$ cat config.mk
export PLATFORM = sky130hd
export DESIGN_NAME = print_queue_flat
export DESIGN_NICKNAME = d
export VERILOG_FILES = /design/src/rtl/print_pkg.sv /design/src/rtl/print_queue_if.sv /design/src/rtl/print_queue_byte_fifo.sv /design/src/rtl/print_queue.sv /design/src/flat_wrapper.sv
export SDC_FILE = /design/constraint.sdc
export NUM_CORES = 1
export LEC_CHECK = 0
export ABC_AREA = 1
export CORE_UTILIZATION = 60
export CTS_CLUSTER_DIAMETER = 40
export DETAILED_ROUTE_END_ITERATION = 16
export PLACE_DENSITY = 0.75
export SYNTH_ARGS = -nofsm -noshare
export SYNTH_HDL_FRONTEND = slang
export SYNTH_SLANG_ARGS = --single-unit
$ cat constraint.sdc
create_clock -name clk -period 3.7 [get_ports clk]
set_clock_uncertainty 0.1 [all_clocks]
set_input_delay 0.37 -clock clk [delete_from_list [all_inputs] [get_ports clk]]
set_output_delay 0.37 -clock clk [all_outputs]
set_load 0.005 [all_outputs]
$ cat src/rtl/print_pkg.sv
// Shared types and character constants for the printer queue.
package print_pkg;

    typedef enum logic [1:0] {S_IDLE, S_SEND, S_GAP} state_e;

    localparam logic [7:0] ASCII_LF    = 8'h0A;
    localparam logic [7:0] ASCII_CR    = 8'h0D;
    localparam logic [7:0] ASCII_SPACE = 8'h20;

    function automatic logic is_newline(input logic [7:0] b);
        return (b == ASCII_LF) || (b == ASCII_CR);
    endfunction

endpackage

$ cat src/rtl/print_queue_if.sv
// Character-in / transmitter-out bundle of the print queue.
interface print_queue_if #(
    parameter int unsigned DEPTH = 16
);
    localparam int unsigned LevelW = $clog2(DEPTH) + 1;

    logic [7:0]        char_in;
    logic              char_valid;
    logic              char_ready;
    logic              flush;
    logic [7:0]        byte_out;
    logic              set_byte;
    logic              done;
    logic [LevelW-1:0] level;
    logic              busy;

    // master: keyboard/host plus transmitter side; slave: the queue itself
    modport master (
        output char_in, char_valid, flush, done,
        input  char_ready, byte_out, set_byte, level, busy
    );

    modport slave (
        input  char_in, char_valid, flush, done,
        output char_ready, byte_out, set_byte, level, busy
    );

endinterface

$ cat src/rtl/print_queue_byte_fifo.sv
// Byte FIFO with occupancy count; flush has priority over push and pop.
module byte_fifo #(
    parameter int unsigned DEPTH = 16,
    localparam int unsigned AddrW = $clog2(DEPTH),
    localparam int unsigned LevelW = AddrW + 1
) (
    input  logic              clk,
    input  logic              rst,
    input  logic              push,
    input  logic [7:0]        din,
    input  logic              pop,
    input  logic              flush,
    output logic [7:0]        dout,
    output logic [LevelW-1:0] level,
    output logic              full,
    output logic              empty
);

    logic [7:0]        mem_q [DEPTH];
    logic [AddrW-1:0]  wr_ptr_q, rd_ptr_q;
    logic [LevelW-1:0] count_q;
    logic              do_push, do_pop;

    assign full    = (count_q == LevelW'(DEPTH));
    assign empty   = (count_q == '0);
    assign do_push = push && !full && !flush;
    assign do_pop  = pop && !empty && !flush;
    assign dout    = mem_q[rd_ptr_q];
    assign level   = count_q;

    always_ff @(posedge clk or posedge rst) begin
        if (rst) begin
            wr_ptr_q <= '0;
            rd_ptr_q <= '0;
            count_q  <= '0;
        end else if (flush) begin
            wr_ptr_q <= '0;
            rd_ptr_q <= '0;
            count_q  <= '0;
        end else begin
            // pointers wrap naturally because DEPTH is a power of two
            if (do_push) wr_ptr_q <= wr_ptr_q + AddrW'(1);
            if (do_pop)  rd_ptr_q <= rd_ptr_q + AddrW'(1);
            count_q <= count_q + LevelW'(do_push) - LevelW'(do_pop);
        end
    end

    always_ff @(posedge clk) begin
        if (do_push) mem_q[wr_ptr_q] <= din;
    end

endmodule

$ cat src/rtl/print_queue.sv
// Buffers characters for the serial printer, inserts automatic line feeds at
// LINE_WIDTH columns and paces bytes with an idle gap after each done.
module print_queue import print_pkg::*; #(
    parameter int unsigned DEPTH      = 16,
    parameter int unsigned LINE_WIDTH = 32,
    parameter int unsigned GAP_CYCLES = 50000
) (
    input logic         clk,
    input logic         rst,
    print_queue_if.slave bus
);

    localparam int unsigned LevelW  = $clog2(DEPTH) + 1;
    localparam int unsigned ColW    = $clog2(LINE_WIDTH + 1);
    localparam int unsigned GapW    = (GAP_CYCLES > 0) ? $clog2(GAP_CYCLES + 1) : 1;
    localparam int unsigned GapLast = (GAP_CYCLES > 0) ? GAP_CYCLES - 1 : 0;

    state_e            state_q, state_d;
    logic [7:0]        byte_q, byte_d;
    logic              pending_lf_q, pending_lf_d;
    logic [ColW-1:0]   column_q, column_d;
    logic [GapW-1:0]   gap_q, gap_d;
    logic              pop;
    logic [7:0]        head;
    logic [LevelW-1:0] fifo_level;
    logic              fifo_full, fifo_empty;

    byte_fifo #(
        .DEPTH (DEPTH)
    ) u_fifo (
        .clk   (clk),
        .rst   (rst),
        .push  (bus.char_valid),
        .din   (bus.char_in),
        .pop   (pop),
        .flush (bus.flush),
        .dout  (head),
        .level (fifo_level),
        .full  (fifo_full),
        .empty (fifo_empty)
    );

    always_ff @(posedge clk or posedge rst) begin
        if (rst) begin
            state_q      <= S_IDLE;
            byte_q       <= 8'h00;
            pending_lf_q <= 1'b0;
            column_q     <= '0;
            gap_q        <= '0;
        end else begin
            state_q      <= state_d;
            byte_q       <= byte_d;
            pending_lf_q <= pending_lf_d;
            column_q     <= column_d;
            gap_q        <= gap_d;
        end
    end

    always_comb begin
        state_d      = state_q;
        byte_d       = byte_q;
        pending_lf_d = pending_lf_q;
        column_d     = column_q;
        gap_d        = gap_q;
        pop          = 1'b0;
        unique case (state_q)
            S_IDLE: begin
                if (!fifo_empty || pending_lf_q) begin
                    state_d = S_SEND;
                    if (pending_lf_q) begin
                        byte_d = ASCII_LF;
                    end else if (column_q == ColW'(LINE_WIDTH) && head != ASCII_LF) begin
                        // head stays queued; it follows the inserted LF
                        byte_d       = ASCII_LF;
                        pending_lf_d = 1'b1;
                    end else begin
                        byte_d = head;
                        pop    = 1'b1;
                    end
                end
            end
            S_SEND: begin
                if (bus.done) begin
                    state_d      = (GAP_CYCLES > 0) ? S_GAP : S_IDLE;
                    pending_lf_d = 1'b0;
                    if (is_newline(byte_q)) begin
                        column_d = '0;
                    end else if (byte_q >= ASCII_SPACE && column_q != ColW'(LINE_WIDTH)) begin
                        column_d = column_q + ColW'(1);
                    end
                end
            end
            S_GAP: begin
                if (gap_q == GapW'(GapLast)) begin
                    gap_d   = '0;
                    state_d = S_IDLE;
                end else begin
                    gap_d = gap_q + GapW'(1);
                end
            end
            default: state_d = S_IDLE;
        endcase
    end

    assign bus.char_ready = !fifo_full;
    assign bus.byte_out   = byte_q;
    assign bus.set_byte   = (state_q == S_SEND);
    assign bus.level      = fifo_level;
    assign bus.busy       = (state_q != S_IDLE);

endmodule

$ cat src/flat_wrapper.sv
// flat-port wrapper written by rule: the top's interface ports become plain ports
module print_queue_flat import print_pkg::*;
#(
    parameter int unsigned DEPTH      = 16,
    parameter int unsigned LINE_WIDTH = 32,
    parameter int unsigned GAP_CYCLES = 50000
)
  (clk, rst, bus_char_in, bus_char_valid, bus_flush, bus_done, bus_char_ready, bus_byte_out, bus_set_byte, bus_level, bus_busy);
  print_queue_if #(.DEPTH(DEPTH)) bus_i ();
  input logic clk;
  input logic rst;
  input wire logic [$bits(bus_i.char_in)-1:0] bus_char_in;
  input wire logic [$bits(bus_i.char_valid)-1:0] bus_char_valid;
  input wire logic [$bits(bus_i.flush)-1:0] bus_flush;
  input wire logic [$bits(bus_i.done)-1:0] bus_done;
  output wire logic [$bits(bus_i.char_ready)-1:0] bus_char_ready;
  output wire logic [$bits(bus_i.byte_out)-1:0] bus_byte_out;
  output wire logic [$bits(bus_i.set_byte)-1:0] bus_set_byte;
  output wire logic [$bits(bus_i.level)-1:0] bus_level;
  output wire logic [$bits(bus_i.busy)-1:0] bus_busy;
  assign bus_i.char_in = bus_char_in;
  assign bus_i.char_valid = bus_char_valid;
  assign bus_i.flush = bus_flush;
  assign bus_i.done = bus_done;
  assign bus_char_ready = bus_i.char_ready;
  assign bus_byte_out = bus_i.byte_out;
  assign bus_set_byte = bus_i.set_byte;
  assign bus_level = bus_i.level;
  assign bus_busy = bus_i.busy;
  print_queue #(.DEPTH(DEPTH), .LINE_WIDTH(LINE_WIDTH), .GAP_CYCLES(GAP_CYCLES)) u_core (.clk(clk), .rst(rst), .bus(bus_i));
endmodule
==> reports/results.txt, run 1 <==
Antenna Diode Count: 0
Starting DRC count in detailed routing: 522
Worst-path clk slew: 70 ps
Max IR drop VDD: 446 uV
Sequential cell fraction of total power: 0.398
Area of the mapped netlist: 8040 um^2
Fraction of registers with async set/reset: 0.264
Maximum Capacitance Violations: 0
Clock tree root buffer cell: sky130_fd_sc_hd__clkbuf_16
Fillers: 940
Via count normalized by instance count: 5.61
CP cell instances: buf_4 -> or2_0 -> nand3_1 -> nand2_1 -> nand2_1 -> nand3_1 -> nand2_1 -> nand2_1 -> nor2_1 -> nand3_2 -> a21oi_2 -> ha_1 -> inv_1 -> ha_1 -> inv_1 -> fa_1 -> inv_1 -> a21oi_1 -> nor2_1 -> nor2_1 -> xor2_1 -> nor2_1
Synth top area cells: sky130_fd_sc_hd__edfxtp_1 (48%), sky130_fd_sc_hd__dfrtp_1 (14%), sky130_fd_sc_hd__nand2_1 (9.4%)
Post-synth top flop: sky130_fd_sc_hd__edfxtp_1
Leak: 3.94 nW
Netlist cell types: 36
Sort of element at the end of the critical path: flop
Ports: 29
CP max FO: 21
Die height: 118 um
Power density over cell area: 654 nW/um^2
Number of routed nets with antenna violations: 0
Longest Clk Path Bufs: 2
Source-to-sink clock delay at the later pin of the worst-skew pair: 430 ps
Ratio of final minimum period to clock period: 0.935
Number of setup violations in the final report: 0
Cell accounting for the most synthesized area: sky130_fd_sc_hd__edfxtp_1
Final core area utilization: 0.720
Cell with the most instances after synthesis: sky130_fd_sc_hd__nand2_1
Syn. warnings: 0
Routed wirelength normalized by instance count: 17.1 um
Required @ worst endpoint: 3920 ps
Global-route wire length before repair: 29.6 mm
Floorplan die area: 13900 um^2
Final-layout setup total negative slack: 0 ps
CTS Hold Bufs: 0
Initial antenna violation count: 0
Global placement routability congestion: 0.898
Tightest Pin Transition: 1010 ps
Number of hold-slack violations in the final timing report: 0
Area of the core: 12800 um^2
Total Wirelength: 18.1 mm
Pre-antenna DRT Iters: 5
Post-layout total power: 6.03 mW
Power Internal: 4.01 mW
NumNets Final: 904
Switching Share: 0.336
Vias in the first global route: 5915
Via total after detailed routing: 5954
Number of clock sinks: 174
Mean cell area of the mapped netlist: 9.73 um^2
Max incr delay on CP: 460 ps
Most numerous cell types in the synthesized netlist: sky130_fd_sc_hd__nand2_1 (201), sky130_fd_sc_hd__edfxtp_1 (128), sky130_fd_sc_hd__inv_1 (124)
X dimension of the die: 118 um
Max-Slew Margin vs Limit: 0.328
Maximum operating frequency: 0.289 GHz
CTS tree: yes
Fraction of post-synthesis cell area in the top cell type by area: 0.478
Initial standard-cell utilization of the core: 0.627
Post-route worst setup slack: 241 ps
Tmin final: 3460 ps
Worst min-delay path class: primary input to async pin
# DRC: 0
Count of mapped cells out of synthesis: 827
Kind of start point of the critical path: flop
Standard cell with the maximum stage delay on the critical path: sky130_fd_sc_hd__dfrtp_2
Share of final-layout standard cells stronger than drive strength 1: 0.0776
Part of the power in the clock network: 0.298
Count of standard-cell rows: 41
Maximum number of pins on one net before global-route repair: 47
Post-synth net total: 855
Arrival time worst endpoint: 3680 ps
Total grt overflow: 0
Slew Limit Fails: 0
Sequential element share of the synthesized area: 0.621
P_sw: 2.03 mW
Setup CP Type: flop to flop
Total routing resource utilization after global routing: 0.278
Number of enable-type register cells in the synthesized netlist: 128
Status: finished, final reports clean
Placed wire-length estimate after detailed placement: 11.8 mm
Count of state elements after synthesis: 174
Number of buffers inserted by port buffering: 28
Logic pwr share: 0.304
Pre-CTS setup slack: 163 ps
# H-tree levels: 4
Setup repair after global routing missed its margin: no
Area Overhead vs Synth: 14.7%
Number of buffers added by the clock tree synthesis step: 17
-- power groups by stage --
stage          clock [mW]  sequential (mW)  combinational [mW]
2_1_floorplan           0             2.40                1.22
3_3_place_gp            0             2.44                1.68
3_5_place_dp            0             2.45                1.75
4_1_cts              1.82             2.41                1.77
5_1_grt              1.89             2.42                2.05
6_report             1.80             2.40                1.84
-- through the flow --
step           hold slack [ps]  area, um^2  instances
4_1_cts                    426        9180       1055
5_1_grt                    434        9230       1061
3_5_place_dp               417        8580       1023
2_1_floorplan              369        8040        827
6_report                   389        9230       1061
3_3_place_gp               409        8580       1023
-- layout make-up --
type                            count  area [um^2]  area share
Clock buffer                       18          429      0.0465
Clock inverter                     14          166      0.0180
Inverter                          128          480      0.0521
Multi-Input combinational cell    496         2400       0.260
Sequential cell                   174         5000       0.541
Tap cell                          172          215      0.0233
Timing Repair Buffer               59          539      0.0584
-- final timing paths --
| check | slack [ps] | to | start | depth (start not counted) |
|---|---|---|---|---|
| hold reg to reg | 420 | u_core.gap_q[10] | u_core.gap_q[10] | 1 |
| setup / recovery | 240 | u_core.u_fifo.level[4] | u_core.u_fifo.rd_ptr_q[0] | 22 |
| hold / removal | 390 | u_core.column_q[1] | rst | 2 |
| min in group clk | 420 | u_core.gap_q[10] | u_core.gap_q[10] | 1 |
| setup reg to reg | 240 | u_core.u_fifo.level[4] | u_core.u_fifo.rd_ptr_q[0] | 22 |
| max in group asynchronous | 2410 | u_core.u_fifo.rd_ptr_q[0] | rst | 2 |
-- state kept, by name (all words and copies together), names as in the netlist --
register,flops
u_core.pending_lf_q,1
u_core.gap_q,16
u_core.u_fifo.mem_q,128
u_core.column_q,6
u_core.u_fifo.rd_ptr_q,4
u_core.bus.byte_out,8
u_core.u_fifo.wr_ptr_q,4
u_core.u_fifo.level,5
u_core.state_q,2
-- layer usage --
| layer | track usage | vias to the layer above | wire (um) |
|---|---|---|---|
| met5 | 0 | - | 0 |
| met4 | 0.126 | 0 | 482 |
| met3 | 0.0591 | 37 | 1220 |
| met2 | 0.450 | 269 | 8880 |
| met1 | 0.361 | 2834 | 7550 |
| li1 | - | 2814 | - |
-- cells in the final DEF (no fill, tap or decap), drive strengths merged, types with 2 or more instances in the layout --
master / count
ha: 14
clkbuf: 19
a21oi: 21
buf: 30
dfrtp: 46
nor2: 63
edfxtp: 128
clkdlybuf4s50: 28
clkinv: 9
nor3b: 2
nand2: 202
nand3b: 2
nand3: 80
xor2: 8
xnor2: 5
inv: 129
nand4: 11
o211ai: 6
bufinv: 3
or2: 12
nor3: 20
o21ai: 37
nor4: 6
-- cells by family after synthesis --
| logic type | share of synthesized area |
|---|---|
| AO/OA/AOI/OAI | 0.0460 |
| XOR/XNOR | 0.0142 |
| adder cells (fa/ha/maj) | 0.0243 |
| buffers and inverters | 0.0807 |
| flip-flops | 0.621 |
| AND/OR/NAND/NOR | 0.214 |
-- worst max-delay path: cells and delay by family (launching register included) --
family	cells	cell delay, ps
flip-flops	1	460
AND/OR/NAND/NOR	12	1240
AO/OA/AOI/OAI	2	230
XOR/XNOR	1	130
adder cells (fa/ha/maj)	3	730
buffers and inverters	4	450
-- repair_timing --
action,4_1_cts,5_1_grt
setup endpoints to repair,0,1
gates resized for setup,0,2
buffers inserted,0,6
endpoints found under the hold margin,0,0
Note: power is estimated with default switching activity, not from simulation.
==> inputs of run 2 (changes only) <==
--- a/config.mk
+++ b/config.mk
@@ -9,6 +9,7 @@
 export CORE_UTILIZATION = 60
 export CTS_CLUSTER_DIAMETER = 40
 export DETAILED_ROUTE_END_ITERATION = 16
+export GPL_ROUTABILITY_DRIVEN = 0
 export PLACE_DENSITY = 0.75
 export SYNTH_ARGS = -nofsm -noshare
 export SYNTH_HDL_FRONTEND = slang
==> run 2 against run 1 <==
Net effect: register-to-register slack barely moved; largest cell class unchanged; wire length rose by 2.6%; final cell count fell by 0.28%; count of clock-buffer cells in the layout rose by 1.
==> reports/results.txt, run 2 (synthesized netlist as in run 1, its figures left out) <==
Status: finished, final reports clean
Arrival time worst endpoint: 3700 ps
Maximum operating frequency: 0.290 GHz
Max IR drop VDD: 418 uV
CTS tree: yes
Initial antenna violation count: 0
Max reg flops: 128
Commonest non-fill, non-tap cells in the layout: sky130_fd_sc_hd__nand2_1 (200), sky130_fd_sc_hd__edfxtp_1 (128), sky130_fd_sc_hd__inv_1 (122), sky130_fd_sc_hd__nand3_1 (78), sky130_fd_sc_hd__nor2_1 (61)
Number of setup violations in the final report: 0
Number of buffers added by the clock tree synthesis step: 17
Count of standard-cell rows: 41
Placed wire-length estimate after detailed placement: 11.9 mm
Routed wirelength normalized by instance count: 17.6 um
FF-to-FF setup slack: 250 ps
Post-route cell area: 9260 um^2
# DRC: 0
Pre-antenna DRT Iters: 5
Post-place instance area: 8560 um^2
Total Wirelength: 18.6 mm
Worst slack on hold paths: 382 ps
Required @ worst endpoint: 3950 ps
Tmin final: 3450 ps
Via count normalized by instance count: 5.63
X dimension of the die: 118 um
Tightest Pin Transition: 971 ps
Number of clock sinks: 174
Via total after detailed routing: 5957
Clock tree root buffer cell: sky130_fd_sc_hd__clkbuf_16
Die height: 118 um
CP max FO: 21
Starting DRC count in detailed routing: 676
Setup CP Type: flop to flop
Number of buffers inserted by port buffering: 28
Leak: 3.93 nW
Number of hold-slack violations in the final timing report: 0
Ports: 29
Global-route wire length before repair: 29.7 mm
Final standard cell count with taps included and fillers excluded: 1058
Share of final-layout standard cells stronger than drive strength 1: 0.0767
NumNets Final: 901
Number of routed nets with antenna violations: 0
Floorplan die area: 13900 um^2
Ratio of final minimum period to clock period: 0.932
R2R cell count: 22
Register with the highest flop count: u_core.u_fifo.mem_q
Kind of start point of the critical path: flop
Source-to-sink clock delay at the later pin of the worst-skew pair: 430 ps
Sort of element at the end of the critical path: flop
Maximum Capacitance Violations: 0
Vias in the first global route: 5907
Worst min-delay path class: primary input to async pin
Maximum number of pins on one net before global-route repair: 47
Final core area utilization: 0.722
Slew Limit Fails: 0
Total grt overflow: 0
# H-tree levels: 4
Startpoint of the most critical register-to-register path: u_core.u_fifo.rd_ptr_q[0]
Power density over cell area: 655 nW/um^2
Final-layout setup total negative slack: 0 ps
Initial standard-cell utilization of the core: 0.627
Total routing resource utilization after global routing: 0.281
Critical R2R Capture: u_core.u_fifo.level[4]
DP Cell Count: 1022
Commonest non-fill, non-tap cell in the layout: sky130_fd_sc_hd__nand2_1
Antenna Diode Count: 0
Worst-path clk slew: 70 ps
Area Overhead vs Synth: 15.1%
Max-Slew Margin vs Limit: 0.352
Area of the core: 12800 um^2
Longest Clk Path Bufs: 2
==> run 2: layer usage <==
metal,up-vias,routed length [um],track usage
met2,256,9310,0.469
met1,2846,7430,0.357
met4,0,509,0.120
li1,2807,-,-
met5,-,0,0
met3,48,1340,0.0586
==> run 2: worst max-delay path, cell delays in order (launching register included) <==
cell	delay (ps)
sky130_fd_sc_hd__dfrtp_4	550
sky130_fd_sc_hd__buf_12	180
sky130_fd_sc_hd__or2_0	240
sky130_fd_sc_hd__nand3_1	80
sky130_fd_sc_hd__nand2_1	50
sky130_fd_sc_hd__nand2_1	70
sky130_fd_sc_hd__nand3_1	100
sky130_fd_sc_hd__nand2_1	100
sky130_fd_sc_hd__nand2_1	80
sky130_fd_sc_hd__nor2_2	150
sky130_fd_sc_hd__nand3_2	120
sky130_fd_sc_hd__a21oi_2	160
sky130_fd_sc_hd__ha_1	230
sky130_fd_sc_hd__inv_1	60
sky130_fd_sc_hd__ha_1	130
sky130_fd_sc_hd__inv_1	60
sky130_fd_sc_hd__fa_1	380
sky130_fd_sc_hd__inv_2	80
sky130_fd_sc_hd__a21oi_1	60
sky130_fd_sc_hd__nor2_1	80
sky130_fd_sc_hd__nor2_1	50
sky130_fd_sc_hd__xor2_1	130
sky130_fd_sc_hd__nor2_1	130
==> run 2: per-stage QoR <==
| step | setup WS [ps] | total power [mW] |
|---|---|---|
| after floorplan | 711 | 3.62 |
| after global placement | 260 | 4.11 |
| final | 250 | 6.06 |
| after global routing | -17.9 | 6.37 |
| after detailed placement | 148 | 4.18 |
| after CTS | 55.0 | 5.91 |
==> run 2: report_power, final <==
group	internal [mW]	leakage [nW]	total [mW]	switching, mW
registers	2.26	1.75	2.41	0.151
logic	0.725	1.90	1.91	1.18
clock network	0.996	0.271	1.74	0.741
==> run 2: cell type report <==
type,instances,area [um^2]
flip-flops and latches,174,5000
clock inverters,13,139
inverters,128,483
well taps,172,215
clock buffers,19,433
fillers,909,3570
repair buffers,56,566
multi-input cells,496,2420
==> run 2: worst max path at each step <==
stage                                    from                      to  depth (start not counted)
detailed placement  u_core.u_fifo.rd_ptr_q[0]  u_core.u_fifo.level[4]                         22
floorplan           u_core.u_fifo.rd_ptr_q[0]  u_core.u_fifo.level[4]                         23
global placement    u_core.u_fifo.rd_ptr_q[0]  u_core.u_fifo.level[4]                         22
global route        u_core.u_fifo.rd_ptr_q[0]  u_core.u_fifo.level[4]                         23
finish              u_core.u_fifo.rd_ptr_q[0]  u_core.u_fifo.level[4]                         22
CTS                 u_core.u_fifo.rd_ptr_q[0]  u_core.u_fifo.level[4]                         23
==> run 2: repair_timing <==
action / CTS / global route
hold buffers: 0 / 0
buffers inserted: 0 / 3
endpoints found under the setup margin: 0 / 3
gates resized for setup: 0 / 20
==> inputs of run 3 (changes only) <==
--- a/config.mk
+++ b/config.mk
@@ -7,10 +7,12 @@
 export LEC_CHECK = 0
 export ABC_AREA = 1
 export CORE_UTILIZATION = 60
+export CTS_BUF_LIST = sky130_fd_sc_hd__clkbuf_8
 export CTS_CLUSTER_DIAMETER = 40
 export DETAILED_ROUTE_END_ITERATION = 16
 export GPL_ROUTABILITY_DRIVEN = 0
 export PLACE_DENSITY = 0.75
+export SLEW_MARGIN = 20
 export SYNTH_ARGS = -nofsm -noshare
 export SYNTH_HDL_FRONTEND = slang
 export SYNTH_SLANG_ARGS = --single-unit
==> run 3 against run 2 <==
Net effect: largest cell class unchanged; setup slack better by 0.83 ps; count of clock-buffer cells in the layout is 2 lower; hold slack worse by 99 ps; first-iteration DRC count shrank 12%; total power shrank 9.6%; largest power group unchanged; sequential power about the same.
==> reports/results.txt, run 3 (synthesized netlist as in run 1, its figures left out) <==
Pre-antenna DRT Iters: 5
Fillers: 966
Initial standard-cell utilization of the core: 0.627
Maximum number of pins on one net before global-route repair: 47
Required @ worst endpoint: 3980 ps
Vias in the first global route: 5736
Share of final-layout standard cells stronger than drive strength 1: 0.0713
Die height: 118 um
Number of clock sinks: 174
Tightest Pin Transition: 936 ps
Final core area utilization: 0.701
Worst min-delay path class: primary input to async pin
# DRC: 0
Number of setup violations in the final report: 0
Antenna Diode Count: 0
Total grt overflow: 0
Arrival time worst endpoint: 3730 ps
Number of buffers inserted by port buffering: 28
CP max FO: 21
CTS Hold Bufs: 0
Maximum Capacitance Violations: 0
Post-route worst setup slack: 251 ps
Number of hold-slack violations in the final timing report: 0
Kind of start point of the critical path: flop
Number of routed nets with antenna violations: 0
Max IR drop VDD: 555 uV
Status: finished, final reports clean
Pre-CTS setup slack: 148 ps
Startpoint of the most critical register-to-register path: u_core.u_fifo.rd_ptr_q[0]
Placed wire-length estimate after detailed placement: 11.9 mm
Count of standard-cell rows: 41
Max-Slew Margin vs Limit: 0.374
Area of the core: 12800 um^2
Area Overhead vs Synth: 11.7%
Source-to-sink clock delay at the later pin of the worst-skew pair: 460 ps
Worst-path clk slew: 90 ps
CTS tree: yes
Register with the highest flop count: u_core.u_fifo.mem_q
X dimension of the die: 118 um
Total Wirelength: 17.9 mm
Commonest non-fill, non-tap cells in the layout: sky130_fd_sc_hd__nand2_1 (201), sky130_fd_sc_hd__edfxtp_1 (128), sky130_fd_sc_hd__inv_1 (125), sky130_fd_sc_hd__nand3_1 (78), sky130_fd_sc_hd__nor2_1 (62)
Total routing resource utilization after global routing: 0.273
Ratio of final minimum period to clock period: 0.932
Starting DRC count in detailed routing: 595
Commonest non-fill, non-tap cell in the layout: sky130_fd_sc_hd__nand2_1
Slew Limit Fails: 0
Sort of element at the end of the critical path: flop
Ports: 29
R2R cell count: 22
Via count normalized by instance count: 5.54
Via total after detailed routing: 5847
Initial antenna violation count: 0
Tmin final: 3450 ps
Routed wirelength normalized by instance count: 16.9 um
Power density over cell area: 609 nW/um^2
# H-tree levels: 4
Clock tree root buffer cell: sky130_fd_sc_hd__clkbuf_8
Max reg flops: 128
Number of buffers added by the clock tree synthesis step: 17
Setup CP Type: flop to flop
Maximum operating frequency: 0.290 GHz
NumNets Final: 899
Floorplan die area: 13900 um^2
Leak: 3.82 nW
Global-route wire length before repair: 28.9 mm
First element of the critical path: u_core.u_fifo.rd_ptr_q[0]
Longest Clk Path Bufs: 2
run 3: layout make-up:
cell class,instances,area [um^2],share of cell area
flip-flops and latches,174,5000,0.556
multi-input cells,496,2420,0.269
repair buffers,54,495,0.0551
inverters,128,482,0.0536
clock buffers,17,234,0.0260
well taps,172,215,0.0240
clock inverters,15,146,0.0163
run 3: timing repair:
item                       CTS  global route
buffers inserted             0             2
setup endpoints to repair    0             3
gates resized for setup      0             6
run 3: worst paths after layout:
check / to / slack [ps]
setup / recovery: u_core.u_fifo.level[4] / 250
hold / removal: u_core.bus.byte_out[2] / 280
setup reg to reg: u_core.u_fifo.level[4] / 250
hold reg to reg: u_core.gap_q[2] / 430
max in group asynchronous: u_core.u_fifo.rd_ptr_q[0] / 2700
min in group clk: u_core.state_q[0] / 420
run 3: power breakdown:
group          leakage (nW)  total (mW)  switching (mW)  internal [mW]
sequential             1.75        2.40           0.140           2.26
combinational          1.87        1.81            1.15          0.656
clock                 0.192        1.27           0.674          0.596
total                  3.82        5.48            1.97           3.51
run 3: per-layer routing:
layer	part of all wire	up-vias	track usage	routed length (um)
met4	0.019	0	0.0946	340
li1	-	2802	-	-
met2	0.50	244	0.463	8960
met3	0.066	36	0.0504	1190
met1	0.41	2765	0.354	7380
met5	0	-	0	0
run 3: metrics by stage:
| stage | instances | total power, mW | hold slack [ps] | TNS (ps) | instance area [um^2] |
|---|---|---|---|---|---|
| floorplan | 827 | 3.62 | 369 | 0 | 8040 |
| global placement | 1022 | 4.11 | 405 | 0 | 8560 |
| detailed placement | 1022 | 4.18 | 426 | 0 | 8560 |
| CTS | 1054 | 5.43 | 374 | 0 | 8940 |
| global route | 1056 | 5.79 | 339 | -7.59 | 8980 |
| finish | 1056 | 5.48 | 283 | 0 | 8980 |
run 3: worst max-delay path, cell delays in order, from the launching register on:
cell and delay [ps]:
sky130_fd_sc_hd__dfrtp_2 470, sky130_fd_sc_hd__buf_4 230, sky130_fd_sc_hd__or2_0 240, sky130_fd_sc_hd__nand3_1 70
sky130_fd_sc_hd__nand2_1 50, sky130_fd_sc_hd__nand2_1 70, sky130_fd_sc_hd__nand3_1 100, sky130_fd_sc_hd__nand2_1 100
sky130_fd_sc_hd__nand2_1 60, sky130_fd_sc_hd__nor2_1 190, sky130_fd_sc_hd__nand3_2 140, sky130_fd_sc_hd__a21oi_2 140
sky130_fd_sc_hd__ha_1 230, sky130_fd_sc_hd__inv_1 60, sky130_fd_sc_hd__ha_1 130, sky130_fd_sc_hd__inv_1 60
sky130_fd_sc_hd__fa_1 370, sky130_fd_sc_hd__inv_1 90, sky130_fd_sc_hd__a21oi_1 70, sky130_fd_sc_hd__nor2_1 80
sky130_fd_sc_hd__nor2_1 50, sky130_fd_sc_hd__xor2_1 130, sky130_fd_sc_hd__nor2_1 120
